## config.mk

```make
export PLATFORM = sky130hd
export DESIGN_NAME = speck_round_engine
export DESIGN_NICKNAME = d
export VERILOG_FILES = /design/src/rtl/speck_round_engine.sv
export SDC_FILE = /design/constraint.sdc
export NUM_CORES = 1
export LEC_CHECK = 0
export CAP_MARGIN = 10
export CORE_MARGIN = 2
export CORE_UTILIZATION = 54
export CTS_BUF_LIST = sky130_fd_sc_hd__clkbuf_8
export DETAILED_ROUTE_END_ITERATION = 10
export GPL_TIMING_DRIVEN = 0
export HOLD_SLACK_MARGIN = 0.03
export PLACE_DENSITY = 0.83
export SETUP_SLACK_MARGIN = 0.15
export SLEW_MARGIN = 25
export SYNTH_ARGS = -nofsm -noshare
export SYNTH_HDL_FRONTEND = slang
export SYNTH_SLANG_ARGS = --single-unit
export TNS_END_PERCENT = 20
```

## constraint.sdc

```tcl
create_clock -name clk -period 2.9 [get_ports clk]
set_input_delay 0.435 -clock clk [delete_from_list [all_inputs] [get_ports clk]]
set_output_delay 0.435 -clock clk [all_outputs]
set_load 0.01 [all_outputs]
```

## src/rtl/speck_round_engine.sv

```systemverilog
// speck_round_engine
//   Iterative SPECK32/64 encryption core. It runs one round per clock and
//   expands the key schedule on the fly, so only the current round key k and
//   the three pending l words are stored.
//
// state | meaning
// IDLE  | waiting for a block; in_ready high
// RUN   | one round per cycle; round counter holds the index of the round in flight
// DONE  | ciphertext presented; waiting for out_ready
//
// Ports
//   clk       : clock, rising edge
//   rst_n     : asynchronous reset, active low
//   in_valid  : pt_x / pt_y / key are valid
//   in_ready  : engine is idle and will accept a block
//   pt_x/pt_y : plaintext upper/lower 16-bit words
//   key       : {l2, l1, l0, k0}
//   out_valid : ct_x / ct_y hold the ciphertext
//   out_ready : consumer accepts the ciphertext
//   ct_x/ct_y : ciphertext upper/lower 16-bit words
module speck_round_engine #(
  parameter int ROUNDS = 22,
  parameter int ALPHA  = 7,
  parameter int BETA   = 2
) (
  input  logic        clk,
  input  logic        rst_n,
  input  logic        in_valid,
  output logic        in_ready,
  input  logic [15:0] pt_x,
  input  logic [15:0] pt_y,
  input  logic [63:0] key,
  output logic        out_valid,
  input  logic        out_ready,
  output logic [15:0] ct_x,
  output logic [15:0] ct_y
);

  typedef enum logic [1:0] {
    IDLE = 2'd0,
    RUN  = 2'd1,
    DONE = 2'd2
  } state_t;

  localparam logic [4:0] LAST_ROUND = 5'(ROUNDS - 1);

  state_t      state;
  state_t      state_nxt;
  logic [15:0] x, y, k, l0, l1, l2;
  logic [4:0]  rnd;

  logic [15:0] x_nxt, y_nxt, k_nxt, l_new;

  function automatic logic [15:0] ror16(input logic [15:0] v);
    return (v >> ALPHA) | (v << (16 - ALPHA));
  endfunction

  function automatic logic [15:0] rol16(input logic [15:0] v);
    return (v << BETA) | (v >> (16 - BETA));
  endfunction

  // One round and one key-schedule step; both adds wrap modulo 2^16.
  always_comb begin
    x_nxt = (ror16(x) + y) ^ k;
    y_nxt = rol16(y) ^ x_nxt;
    l_new = (k + ror16(l0)) ^ {11'b0, rnd};
    k_nxt = rol16(k) ^ l_new;
  end

  // State register
  always_ff @(posedge clk or negedge rst_n) begin
    if (!rst_n) begin
      state <= IDLE;
    end else begin
      state <= state_nxt;
    end
  end

  // Next-state logic
  always_comb begin
    state_nxt = state;
    case (state)
      IDLE: if (in_valid) state_nxt = RUN;
      RUN:  if (rnd == LAST_ROUND) state_nxt = DONE;
      DONE: if (out_ready) state_nxt = IDLE;
      default: state_nxt = IDLE;
    endcase
  end

  // Outputs; ct is forced to zero outside DONE so intermediate rounds never leak.
  always_comb begin
    in_ready  = (state == IDLE);
    out_valid = (state == DONE);
    ct_x      = 16'h0;
    ct_y      = 16'h0;
    if (state == DONE) begin
      ct_x = x;
      ct_y = y;
    end
  end

  // Datapath: the last RUN cycle also advances the key schedule, which is
  // harmless because the words are reloaded on the next accept.
  always_ff @(posedge clk or negedge rst_n) begin
    if (!rst_n) begin
      x   <= 16'h0;
      y   <= 16'h0;
      k   <= 16'h0;
      l0  <= 16'h0;
      l1  <= 16'h0;
      l2  <= 16'h0;
      rnd <= 5'd0;
    end else begin
      case (state)
        IDLE: begin
          if (in_valid) begin
            x   <= pt_x;
            y   <= pt_y;
            k   <= key[15:0];
            l0  <= key[31:16];
            l1  <= key[47:32];
            l2  <= key[63:48];
            rnd <= 5'd0;
          end
        end
        RUN: begin
          x   <= x_nxt;
          y   <= y_nxt;
          k   <= k_nxt;
          l0  <= l1;
          l1  <= l2;
          l2  <= l_new;
          rnd <= rnd + 5'd1;
        end
        default: ;
      endcase
    end
  end

endmodule

```

==> metrics, run 1 <==
Starting DRT DRC Count 775; Post-Synthesis Cell Area 6750 µm²; critical path peak fanout 10; Synth top area share 0.3818; most used cell, CP clkbuf_1; DRC violations left 0; Final Max Tran Viols 0; Final Total Pwr 0.01366 W; unrepaired setup endpoints after global routing yes; Crit. Startpoint state[0]; outcome completed; TritonRoute pass-1 iters 8; crit path max-delay cell type clkdlybuf4s50_1; Levels on crit path 5; die area 13410 µm²; max-capacitance violation count 0; Slowest Stage Delay on Critical Path 0.54 ns; Rel. slew slack 0.4244; DP Cell Count 1025; final setup fails 0; Initial Utilization 0.5573; H-tree depth 3; GPL Wtd Cong 1.137; Routed Antenna Nets 0; Synth area leader dfrtp_1; Sw Share 0.5037; worst path cell trace clkbuf_1 > inv_2 > clkbuf_1 > and3_1 > clkdlybuf4s50_1; Synth cell types 53; Critical Path RT 2.47 ns; Clock Latency Late Sink 0.40 ns; CP endpoint kind output port; Hold Vio Cnt, Final 0; Hold/Removal Path Class in2async; skew final 0.01385 ns; Setup Fix Bufs, Post-CTS 0; Die W 115.8 µm; WL final 24.01 mm; layout cells sized above 1 0.05149; Post-Synthesis Cells 723; via-per-instance ratio 6.745; Slew @ Worst Pin 0.8635 ns; CTS tree done; initial antenna violation count 0; Clock Path Buffers 2; clock share of power 0.070; Crit path buffers/inverters 4; Top FF cell, synth dfrtp_1; ranking of synthesized cells by area dfrtp_1 38%, o22ai_1 8.2%, ha_1 5.9%; fin crit share 0.9535; wire per inst 23.05 µm; largest net degree at the start of global routing 70; Async SR Flop Fraction 1.000; diode count 0; total CTS buffers 9; Cell Pwr Density 1601 nW/µm²; I/O pin count 134; final setup margin 0.1348 ns; FF+latch count, synth 103; fin crit period 2.765 ns; VDD IR max 0.6668 mV; Post-synth EDFFs 0; routed via count 7028; reg2reg path depth 10; CTS clock-pin slew for the worst setup and hold paths 0.11 ns; CP Launch Type register; worst reg-to-reg setup slack 0.33 ns; Arrival @ worst endpoint 2.33 ns; Flop pwr share 0.245; Core Region 12110 µm²; first-pass GRT wire length 36.79 mm; gr usage total 0.3658; YS warnings 0; pre-CTS setup slack 0.2144 ns; cell with the most instances after synthesis dfrtp_1; Worst R2R Start k[0]; area growth from synthesis to layout 26.41%; Avg Cell Area, Syn 9.336 µm²; Syn Nets 857; switching pwr 0.006881 W; WS Path Type reg2out; number of global-route vias before repair 6802; port bufs 133; Internal Dissipation 0.006779 W; # nets final 1003; clk sinks 103; Die Y 115.8 µm; detailed-placement wirelength estimate 18.25 mm; post-synthesis sequential area ratio 0.3818; Layout Cells excl Fill 1042; FF-to-FF End k[10]; end point of the critical path ct_x[14]; critical path's top delay family buffers and inverters; Static Leakage 3.508 nW; num rows 40; commonest cells in the netlist 103 x dfrtp_1, 89 x o22ai_1, 68 x a21oi_1; CTS root buffer clkbuf_8; Max Clk Rate 361.6 MHz; grt total ovfl 0; combinational share of power 0.685
## how the worst min path moves through the flow
stage | end | slack, ns | start
2_1_floorplan | k[0] | 0.14 | rst_n
3_3_place_gp | x[8] | 0.51 | x[8]
3_5_place_dp | x[10] | 0.35 | rst_n
4_1_cts | x[10] | 0.51 | rst_n
5_1_grt | y[7] | 0.54 | rst_n
6_report | x[10] | 0.51 | rst_n
## sequential cells by signal (all words and copies together) (netlist names)
name,flops
rnd,5
l1,16
k,16
l0,16
y,16
x,16
state,2
l2,16
## logic make-up after synthesis
group           after synthesis  share of synthesized area
compound gates              315                     0.3005
xor+xnor                     85                     0.1229
buf+inv                      71                    0.04152
flops                       103                     0.3818
mux                           2                   0.002966
simple gates                113                    0.08508
fa+ha+maj                    34                    0.06525
## placed cells by master (no fill, tap or decap), types with 3 or more instances in the layout
cell type	count
clkdlybuf4s50_1	132
dfrtp_1	103
o22ai_1	89
a21oi_1	68
xnor2_1	45
a22oi_1	37
o21ai_1	36
xor2_1	34
clkbuf_1	33
ha_1	32
and3_1	31
nor2_1	30
nand2_1	23
o21ai_0	23
inv_1	18
o22a_1	13
a21o_1	11
buf_2	9
clkbuf_8	9
nand4_1	8
nor2b_1	6
buf_1	5
o21a_1	5
nand3_1	5
o21bai_1	5
xnor3_1	4
clkbuf_2	3
a31oi_1	3
nand2b_1	3
a21oi_2	3
a222oi_1	3
clkinv_4	3
## metal layers
| layer | routed length (µm) | share of wire | track usage |
|---|---|---|---|
| met5 | 0 | 0 | 0 |
| met4 | 1656 | 0.069 | 0.2238 |
| met3 | 2590 | 0.11 | 0.05753 |
| met2 | 10810 | 0.45 | 0.5805 |
| met1 | 8951 | 0.37 | 0.4733 |
## layout make-up
class	count	area (µm²)
Buffer	51	210.2
Clock buffer	9	123.9
Clock inverter	7	73.82
Fill cell	958	3578
Inverter	20	75.07
Multi-Input combinational cell	549	3892
Sequential cell	103	2577
Tap cell	168	210.2
Timing Repair Buffer	135	1370
## timing repair
| action | 4_1_cts | 5_1_grt |
|---|---|---|
| setup endpoints to repair | 13 | 29 |
| endpoints found under the hold margin | 34 | 0 |
| hold buffers | 1 | 0 |
| gates resized for setup | 3 | 2 |
## worst register-to-register path: cells and delay by family, from the launching register on
kind                     cells  cell delay [ns]
flip-flops                   1             0.49
XOR/XNOR                     2             0.47
AO/OA/AOI/OAI                4             0.59
adder cells (fa/ha/maj)      2             0.62
AND/OR/NAND/NOR              1             0.21
buffers and inverters        1             0.06
## power groups by stage
stage | registers (W) | logic [W] | clock network (W)
2_1_floorplan | 0.00294 | 0.00694 | 0
3_3_place_gp | 0.00329 | 0.00869 | 0
3_5_place_dp | 0.00332 | 0.00908 | 0
4_1_cts | 0.00329 | 0.00914 | 0.000952
5_1_grt | 0.00341 | 0.0101 | 0.00101
6_report | 0.00334 | 0.00936 | 0.000958
## metrics by stage
stage	TNS, ns	utilization	area [µm²]	hold WS [ns]
floorplan	0	-	6750	0.1394
global placement	-248.16	0.6846	8292	0.5102
detailed placement	0	0.6870	8320	0.3521
CTS	0	0.7044	8532	0.5094
global route	0	0.7045	8533	0.5384
finish	0	0.7045	8533	0.5123
(Power assumes the default switching activity.)
==> run 2, diff against run 1 <==
--- a/config.mk
+++ b/config.mk
@@ -12,7 +12,7 @@
 export DETAILED_ROUTE_END_ITERATION = 10
 export GPL_TIMING_DRIVEN = 0
 export HOLD_SLACK_MARGIN = 0.03
-export PLACE_DENSITY = 0.83
+export PLACE_DENSITY = 0.8
 export SETUP_SLACK_MARGIN = 0.15
 export SLEW_MARGIN = 25
 export SYNTH_ARGS = -nofsm -noshare
==> run 2 against run 1 <==
  * Count of clock-buffer cells in the layout unchanged
  * Sequential share of layout area about the same
  * Flip-flop and latch count unchanged
  * Final area about the same
  * Wire length up 1.6%
  * Clock skew down 0.00062 ns
  * Non-clock buffer count unchanged
  * First-iteration DRC count down 19%
  * Critical path type unchanged
  * Largest cell class unchanged
==> metrics, run 2 (same netlist as run 1, synthesis figures left out) <==
outcome completed; Worst R2R Start y[0]; grt total ovfl 0; WS Path Type reg2out; CP Launch Type register; FF-to-FF End x[14]; fin crit share 0.9522; initial antenna violation count 0; Core Region 12110 µm²; Critical Path RT 2.47 ns; Fillers 970; Initial Utilization 0.5573; Clock Path Buffers 2; Clock Latency Late Sink 0.40 ns; worst reg-to-reg setup slack 0.21 ns; die area 13410 µm²; TritonRoute pass-1 iters 5; Hold Vio Cnt, Final 0; Starting DRT DRC Count 626; Max Clk Rate 362.1 MHz; max-capacitance violation count 0; Arrival @ worst endpoint 2.33 ns; most frequent cells in the layout 132 x clkdlybuf4s50_1, 103 x dfrtp_1, 89 x o22ai_1, 68 x a21oi_1, 45 x xnor2_1; I/O pin count 134; CP endpoint kind output port; Slew @ Worst Pin 0.8717 ns; via-per-instance ratio 6.523; num rows 40; gr usage total 0.3697; DRC violations left 0; diode count 0; reg2reg path depth 10; port bufs 133; area of the multi-input gates 3892 µm²; layout cells sized above 1 0.05263; end point of the critical path in_ready; leading cell type in the layout, fill and taps excluded clkdlybuf4s50_1; fin crit period 2.762 ns; H-tree depth 3; Crit. Startpoint state[0]; critical path peak fanout 10; wire per inst 23.41 µm; Die Y 115.8 µm; CTS clock-pin slew for the worst setup and hold paths 0.11 ns; area growth from synthesis to layout 26.45%; Die W 115.8 µm; Hold/Removal Path Class reg2reg; clk sinks 103; final core utilization 0.7048; Setup Fix Bufs, Post-CTS 0; Rel. slew slack 0.4189; final setup fails 0; total CTS buffers 9; first-pass GRT wire length 36.92 mm; detailed-placement wirelength estimate 18.86 mm; routed via count 6797; Reg area 2577 µm²; number of global-route vias before repair 6645; # nets final 1003; Routed Antenna Nets 0; CTS root buffer clkbuf_8; WL final 24.40 mm; GPL Wtd Cong 1.040; CTS tree done; unrepaired setup endpoints after global routing yes; Final Max Tran Viols 0; skew final 0.01323 ns; largest net degree at the start of global routing 59
==> run 2: worst max-delay path, cell delays in order, from the launching register on <==
cell	delay (ns)
dfrtp_1	0.34
clkbuf_1	0.28
clkbuf_2	0.36
buf_2	0.33
nor2_1	0.10
clkdlybuf4s50_1	0.50
==> run 2: metrics by stage <==
step	setup TNS (ns)	instances	worst slack (ns)	area, µm²	hold slack (ns)
floorplan	0	723	0.8019	6750	0.1394
global placement	-253.73	1024	-2.473	8292	0.5054
detailed placement	0	1025	0.2425	8320	0.4442
CTS	0	1042	0.07298	8533	0.5511
global route	0	1042	0.03264	8536	0.5773
finish	0	1042	0.1385	8536	0.5540
==> run 2: how the worst min path moves through the flow <==
stage / start / end / slack (ns) / cells after the start
4_1_cts: x[8] / x[8] / 0.55 / 2
6_report: x[8] / x[8] / 0.55 / 2
3_3_place_gp: x[8] / x[8] / 0.51 / 2
3_5_place_dp: rst_n / x[9] / 0.44 / 1
5_1_grt: x[8] / x[8] / 0.58 / 2
2_1_floorplan: rst_n / k[0] / 0.14 / 0
==> run 2: cell type report <==
cell class / count / share of cell area
multi-input combinational: 549 / 0.4560
sequential: 103 / 0.3020
clock inverter: 7 / 0.008795
inverter: 20 / 0.008795
clock buffer: 9 / 0.01451
buffer: 51 / 0.02477
tap: 168 / 0.02463
timing repair buffer: 135 / 0.1605
==> run 2: repair_timing <==
item | CTS | global route
endpoints found under the hold margin | 57 | 0
gates resized for setup | 3 | 4
setup endpoints to repair | 13 | 32
hold buffers | 1 | 0
==> run 2: layer usage <==
layer / GRT usage / part of all wire / vias to the layer above
met3: 0.07218 / 0.088 / 86
met5: 0 / 0 / -
met4: 0.1873 / 0.053 / 0
li1: - / - / 3021
met2: 0.6144 / 0.47 / 409
met1: 0.4614 / 0.39 / 3281
Power of run 2 is not shown: default switching activity piles up to over one toggle a cycle in this logic, so the estimate is an artifact.
==> run 3, diff against run 2 <==
==> constraint.sdc (replaced) <==
create_clock -name clk -period 2.9 [get_ports clk]
set_input_delay 0.58 -clock clk [delete_from_list [all_inputs] [get_ports clk]]
set_output_delay 0.58 -clock clk [all_outputs]
set_load 0.01 [all_outputs]
==> run 3 against run 2 <==
  * Non-clock buffer count decreased by 1
  * Clock skew up 0.0015 ns
  * Critical path depth rose by 5
  * Sequential share of layout area hardly changed
  * Die area did not move
  * Via count increased by 0.81%
  * Global-route usage barely moved
  * Critical endpoint is now x[14]
  * Largest cell class unchanged
  * Highest routed layer unchanged
==> metrics, run 3 (same netlist as run 1, synthesis figures left out) <==
skew final 0.01475 ns; post-route cell area 8546 µm²; number of global-route vias before repair 6655; Final Total Pwr 0.01371 W; H-tree depth 3; wire per inst 23.37 µm; Layout Cells excl Fill 1041; CTS root buffer clkbuf_8; Cell Pwr Density 1604 nW/µm²; DP Area 8320 µm²; routed via count 6852; Die Y 115.8 µm; Max Clk Rate 367.4 MHz; Critical Path RT 3.16 ns; total CTS buffers 9; unrepaired setup endpoints after global routing yes; I/O pin count 134; most frequent cells in the layout 132 x clkdlybuf4s50_1, 103 x dfrtp_1, 89 x o22ai_1, 68 x a21oi_1, 45 x xnor2_1; via-per-instance ratio 6.582; WHS 0.1464 ns; CP Launch Type register; CP endpoint kind register; layout cells sized above 1 0.05727; Starting DRT DRC Count 666; # nets final 1002; port bufs 133; Setup Fix Bufs, Post-CTS 0; VDD IR max 0.7995 mV; area of the multi-input gates 3892 µm²; DRC violations left 0; final setup fails 0; leading cell type in the layout, fill and taps excluded clkdlybuf4s50_1; Fillers 968; detailed-placement wirelength estimate 18.86 mm; fin crit period 2.722 ns; area growth from synthesis to layout 26.60%; Hold Vio Cnt, Final 0; clk sinks 103; Static Leakage 3.523 nW; gr usage total 0.3693; Routed Antenna Nets 0; TritonRoute pass-1 iters 7; Core Region 12110 µm²; Reg area 2577 µm²; CTS tree done; Arrival @ worst endpoint 2.99 ns; Clock Path Buffers 2; die area 13410 µm²; Hold/Removal Path Class in2async; GPL Wtd Cong 1.040; diode count 0; CTS clock-pin slew for the worst setup and hold paths 0.11 ns; Clock Latency Late Sink 0.40 ns; fin crit share 0.9385; Slew @ Worst Pin 0.9115 ns; outcome completed; first-pass GRT wire length 36.87 mm; largest net degree at the start of global routing 59; num rows 40; grt total ovfl 0; WS Path Type reg2reg; Initial Utilization 0.5573; max-capacitance violation count 0; Final Max Tran Viols 0; initial antenna violation count 0; Rel. slew slack 0.3924; critical path peak fanout 4; Die W 115.8 µm; DP Cell Count 1025; WL final 24.33 mm; setup TNS 0 ns
-- run 3: cell count changes in the layout (fill, tap and decap cells not counted), sizes merged --
cell         delta
buf             -1
clkbuf          +1
dlygate4sd3     -1
-- run 3: layout make-up --
| class | instances | share of cell area |
|---|---|---|
| multi-input combinational | 549 | 0.4555 |
| sequential | 103 | 0.3016 |
| timing repair buffer | 134 | 0.1592 |
| buffer | 51 | 0.02709 |
| tap | 168 | 0.02460 |
| clock buffer | 9 | 0.01449 |
| clock inverter | 7 | 0.008785 |
| inverter | 20 | 0.008785 |
-- run 3: power breakdown --
group	switching, W	leakage, nW	total [W]	internal (W)
registers	0.00100	1.19	0.00336	0.00236
clock network	0.000601	0.102	0.000940	0.000339
logic	0.00537	2.23	0.00941	0.00404
total	0.00698	3.52	0.0137	0.00673
-- run 3: path summary, 6_finish.rpt --
kind / cells after the start / from / endpoint / slack, ns
max: 10 / y[0] / x[14] / 0.18
min: 1 / rst_n / y[10] / 0.15
max reg2reg: 10 / y[0] / x[14] / 0.18
min reg2reg: 2 / x[8] / x[8] / 0.55
max in group asynchronous: 2 / rst_n / x[3] / 2.12
min in group clk: 2 / x[8] / x[8] / 0.55
-- run 3: repair_timing --
item	4_1_cts	5_1_grt
hold buffers	0	0
resized for setup	8	13
endpoints found under the setup margin	34	34
-- run 3: critical path: stages (launching register included) --
cell      delay [ns]
dfrtp_1         0.44
ha_1            0.19
inv_1           0.06
fa_1            0.41
nand2b_1        0.21
a21oi_1         0.37
o211ai_1        0.15
nand3_1         0.18
a311oi_2        0.17
xnor2_1         0.29
o221ai_1        0.15
-- run 3: per-layer routing --
metal | wire length [µm] | share of wire | global-route usage | up-vias
met5 | 0 | 0 | 0 | -
met4 | 1269 | 0.052 | 0.1873 | 0
met3 | 2058 | 0.085 | 0.07218 | 87
met2 | 11590 | 0.48 | 0.6152 | 445
met1 | 9404 | 0.39 | 0.4594 | 3303
li1 | - | - | - | 3017
-- run 3: metrics by stage --
step           utilization  setup slack, ns
3_3_place_gp        0.6846           -2.618
4_1_cts             0.7044          0.03893
2_1_floorplan            -           0.8019
5_1_grt             0.7056           0.1130
6_report            0.7056           0.1785
3_5_place_dp        0.6870          0.09916
==> edit 1, RTL diff (config.mk and constraints of run 1) <==
Re-encode `state_t` (3 states) as one-hot, 3 bits wide.
--- a/src/rtl/speck_round_engine.sv
+++ b/src/rtl/speck_round_engine.sv
@@ -36,10 +36,10 @@
   output logic [15:0] ct_y
 );
 
-  typedef enum logic [1:0] {
-    IDLE = 2'd0,
-    RUN  = 2'd1,
-    DONE = 2'd2
+  typedef enum logic [2:0] {
+    IDLE = 3'b001,
+    RUN  = 3'b010,
+    DONE = 3'b100
   } state_t;
 
   localparam logic [4:0] LAST_ROUND = 5'(ROUNDS - 1);
Formal check against the unedited RTL: no difference found for any inputs over 10 cycles, from zero or initial values and one cycle with rst_n low; not proved beyond that.
==> edit 1 against run 1 <==
Synthesized cell count is 11% higher. Sequential power is 8.7% lower. Core utilization is 1.1 points lower. Sequential share of layout area is 0.10 points lower. Power is 8.2% lower. Hold slack better by 0.0030 ns. Via count is 5.7% lower. Sequential cell count is 1 higher. Design area is 1.4% higher. Die area is 1.0% higher. Area after synthesis is 1.0% higher. Worst setup slack better by 0.013 ns. Wire length is 6.3% lower. Critical endpoint is now y[12]$_DFFE_PN0P_.
==> edit 1: results (changes against run 1) <==
Outcome
  • Status: complete, no violations (unchanged)

Logic synthesis
  • Mux contribution to synthesized area: 0.00312 (was 0.00297)
  • Synth cell types: 57 (was 53)
  • Xor/xnor share of the synthesized area: 0.123 (about the same)
  • Sequential area share after synthesis: 0.382 (about the same)
  • Post-synthesis instance total: 799 (was 723)
  • Adder-cell share of the synthesized area: 0.0646 (was 0.0652)
  • Largest cells by area after synthesis: dfrtp_1, nand2_1, xnor2_1 (was dfrtp_1, o22ai_1, ha_1)

Pwr
  • LEAKAGE: 3.76 nW (was 3.51 nW)
  • Max VDD drop: 519 µV (was 667 µV)

GRT
  • First-pass GRT wire length: 34.6 mm (was 36.8 mm)
  • Vias in the first global route: 6445 (was 6802)

Route
  • Final wirelength: 22.5 mm (was 24.0 mm)
  • Wire length per cell: 20.0 µm (was 23.0 µm)
  • Pre-Repair DR Iteration Count: 7 (was 8)

Worst setup path
  • Crit path max fanout: 4 (was 10)
  • Worst EP arrival: 3.05 ns (was 2.33 ns)

Placed design
  • HPWL Detailed: 17.4 mm (was 18.3 mm)
  • Pre-CTS setup slack: -0.000289 ns (was 0.214 ns)
  • Routability Congestion: 0.967 (was 1.14)

Timing
  • Minimum clock period: 2.75 ns (was 2.77 ns)
  • Hold Slack: 0.515 ns (was 0.512 ns)
  • Least-Margin Pin Slew: 0.709 ns (was 0.863 ns)
  • Clk_skew: 0.0175 ns (was 0.0138 ns)

Cells and area
  • Layout cells sized above 1: 0.0473 (was 0.0515)
edit 1: cell types whose count changed after synthesis, moves of 13 or more:
cell	run 1	this run
nand2_1	23	152
o22ai_1	89	16
nor2_1	30	78
a31oi_1	3	44
o21ai_1	36	1
and2_1	2	35
a21oi_1	68	41
a22oi_1	37	17
and3_1	31	16
o21ai_0	23	38
o22a_1	13	0
edit 1: final timing paths:
kind,start,to
setup / recovery,x[7]$_DFFE_PN0P_,y[12]$_DFFE_PN0P_
hold / removal,l0[14]$_DFFE_PN0P_,l0[14]$_DFFE_PN0P_
setup reg to reg,x[7]$_DFFE_PN0P_,y[12]$_DFFE_PN0P_
hold reg to reg,l0[14]$_DFFE_PN0P_,l0[14]$_DFFE_PN0P_
max in group asynchronous,rst_n,k[13]$_DFFE_PN0P_
min in group asynchronous,rst_n,x[1]$_DFFE_PN0P_
edit 1: critical path, cell delays in order (launching register included):
cell and delay [ns]:
dfrtp_1 0.47, ha_1 0.22, inv_1 0.06, fa_1 0.40, nor2b_1 0.18, o21ai_2 0.09
a21oi_2 0.24, o211ai_4 0.14, a31oi_2 0.32, mux2_2 0.38, nor3_1 0.19
edit 1: report_power, final:
part	total, mW	switching (mW)	internal, mW
clock	0.985	0.539	0.446
combinational	8.50	4.79	3.72
sequential	3.05	0.847	2.20
total	12.5	6.17	6.37
edit 1: area by class of cell:
| class | instances | area [µm²] |
|---|---|---|
| clock inverters | 5 | 56.3 |
| repair buffers | 137 | 1390 |
| well taps | 172 | 215 |
| fillers | 1081 | 3820 |
| flip-flops and latches | 104 | 2600 |
| inverters | 11 | 41.3 |
| multi-input cells | 639 | 4010 |
| clock buffers | 11 | 151 |
| plain buffers | 45 | 188 |
edit 1: kinds of logic (layout without fill, tap and decap cells):
kind of cell / Yosys count / in the layout
muxes: 2 / 2
xor gates and xnor gates: 86 / 86
adders and majority gates: 34 / 34
AOI/OAI and AO/OA: 200 / 200
DFF: 104 / 104
and+or+nand+nor: 317 / 317
buffers and inverters: 56 / 209
edit 1: repair_timing:
item | in CTS | in global routing
hold buffers | 1 | 0
endpoints found under the hold margin | 41 | 0
endpoints found under the setup margin | 33 | 57
setup buffers | 2 | 0
resized for setup | 5 | 8
pin swaps | 1 | 0
edit 1: metal layers:
metal	wire, µm	GRT usage
met5	0	0
met1	9050	0.444
met3	1770	0.0415
met4	1040	0.162
met2	10600	0.578
==> edit 2, RTL diff (config.mk and constraints of run 1) <==
Made on the original files. The parameter `ALPHA` goes from 7 to 3.
--- a/src/rtl/speck_round_engine.sv
+++ b/src/rtl/speck_round_engine.sv
@@ -20,7 +20,7 @@
 //   ct_x/ct_y : ciphertext upper/lower 16-bit words
 module speck_round_engine #(
   parameter int ROUNDS = 22,
-  parameter int ALPHA  = 7,
+  parameter int ALPHA  = 3,
   parameter int BETA   = 2
 ) (
   input  logic        clk,
Behaviour: same outputs for any inputs over 10 cycles, from zero or initial values and one cycle with rst_n low; that may be too few to reach the edited logic, so the function may still have changed.
==> edit 2 against run 1 <==
Design area hardly changed. Power is 0.76% lower. Wire length is 2.3% higher. Maximum frequency is 0.54% lower. Critical path depth stayed put. Clock skew is 0.0015 ns higher. Sequential cell count stayed put. Core utilization hardly changed. Area after synthesis hardly changed. Worst setup slack worse by 0.015 ns. Critical endpoint is now ct_x[1].
==> edit 2: results (changes against run 1) <==
Route
  • Via density: 6.50 (was 6.74)
  • Pre-Repair DR Iteration Count: 5 (was 8)
  • Via Count: 6790 (was 7028)
  • Wire length per cell: 23.5 µm (was 23.0 µm)
  • DRT iter0 DRCs: 685 (was 775)

Cells and area
  • Fin nets: 1005 (was 1003)
  • Clock Buffer Count: 10 (was 9)
  • Layout cells sized above 1: 0.0502 (was 0.0515)
  • Non-clock inverters: 19 (was 20)
  • Seq area share: 0.302 (about the same)
  • Signal buffers share of area: 0.184 (was 0.185)
  • Fraction of area in multi-input gates: 0.457 (was 0.456)
  • Fillers: 982 (was 958)
  • Clk cell area share: 0.0229 (was 0.0232)
  • Multi-In Gates: 552 (was 549)

GRT
  • GRT Total Usage: 0.374 (was 0.366)
  • Met3 Use GR: 0.0748 (was 0.0575)
  • Met2 usage: 0.598 (was 0.581)
  • Vias in the first global route: 6731 (was 6802)
  • Largest net degree at the start of global routing: 79 (was 70)
  • First-pass GRT wire length: 37.3 mm (was 36.8 mm)
  • Met1 Track Usage GR: 0.474 (was 0.473)

Worst setup path
  • R2r setup slk: 0.26 ns (was 0.33 ns)
  • Worst r2r dst: k[10]$_DFFE_PN0P_ (unchanged)
  • CP endpoint: ct_x[1] (was ct_x[14])
  • Cells on worst reg2reg path: 10 (unchanged)
  • Max incr delay on CP: 0.54 ns (about the same)
  • Worst EP arrival: 2.35 ns (was 2.33 ns)

CTS
  • Clock slew at reported path FFs: 0.11 ns (about the same)
  • H-tree Lvls: 3 (unchanged)
  • Worst-case clock buffer depth: 2 (unchanged)

Pwr
  • Combinational share of power: 0.687 (was 0.685)
  • Sw power: 6.80 mW (was 6.88 mW)
  • Max VDD drop: 801 µV (was 667 µV)
  • LEAKAGE: 3.50 nW (was 3.51 nW)

Placed design
  • Pre-CTS setup slack: 0.173 ns (was 0.214 ns)
  • HPWL Detailed: 18.5 mm (was 18.3 mm)
  • IO buf count: 132 (was 133)
  • Routability Congestion: 1.01 (was 1.14)

Logic synthesis
  • Synthesized Nets: 860 (was 857)
  • Syn Area/Cell: 9.29 µm² (was 9.34 µm²)
  • Synth top cells by count: dfrtp_1, o22ai_1, a21oi_1 (unchanged)
  • Largest cells by area after synthesis: dfrtp_1, o22ai_1, ha_1 (unchanged)
  • Sequential area share after synthesis: 0.382 (about the same)
  • Synth cell types: 54 (was 53)

Timing
  • Least-Margin Pin Slew: 1.11 ns (was 0.863 ns)
  • Hold Slack: 0.479 ns (was 0.512 ns)
  • Clk_skew: 0.0154 ns (was 0.0138 ns)
  • Final period util: 0.959 (was 0.954)

Outcome
  • Status: complete, no violations (unchanged)
## edit 2: per-layer routing
layer	share of wire	wire length, µm
met1	0.40	9770
met2	0.46	11200
met3	0.082	2010
met4	0.063	1540
met5	0	0
## edit 2: kinds of logic (layout without fill, tap and decap cells)
logic type / after synthesis / after routing / share of synthesized area
adders and majority gates: 34 / 34 / 0.0653
and+or+nand+nor: 115 / 115 / 0.0866
buffers and inverters: 71 / 221 / 0.0404
muxes: 2 / 2 / 0.00297
xor gates and xnor gates: 85 / 85 / 0.123
DFF: 103 / 103 / 0.382
AOI/OAI and AO/OA: 316 / 316 / 0.300
## edit 2: metrics by stage
stage	area, µm²	total power, mW	TNS, ns
after global routing	8530	14.5	0
after floorplan	6750	9.89	0
after global placement	8280	12.1	-251.17
final	8530	13.6	0
after detailed placement	8310	12.4	0
after CTS	8520	13.4	0
## edit 2: what timing repair did
item,CTS,global route
resized for setup,5,8
hold buffers,1,0
pin swaps,0,0
endpoints found under the hold margin,25,0
setup endpoints to repair,22,34
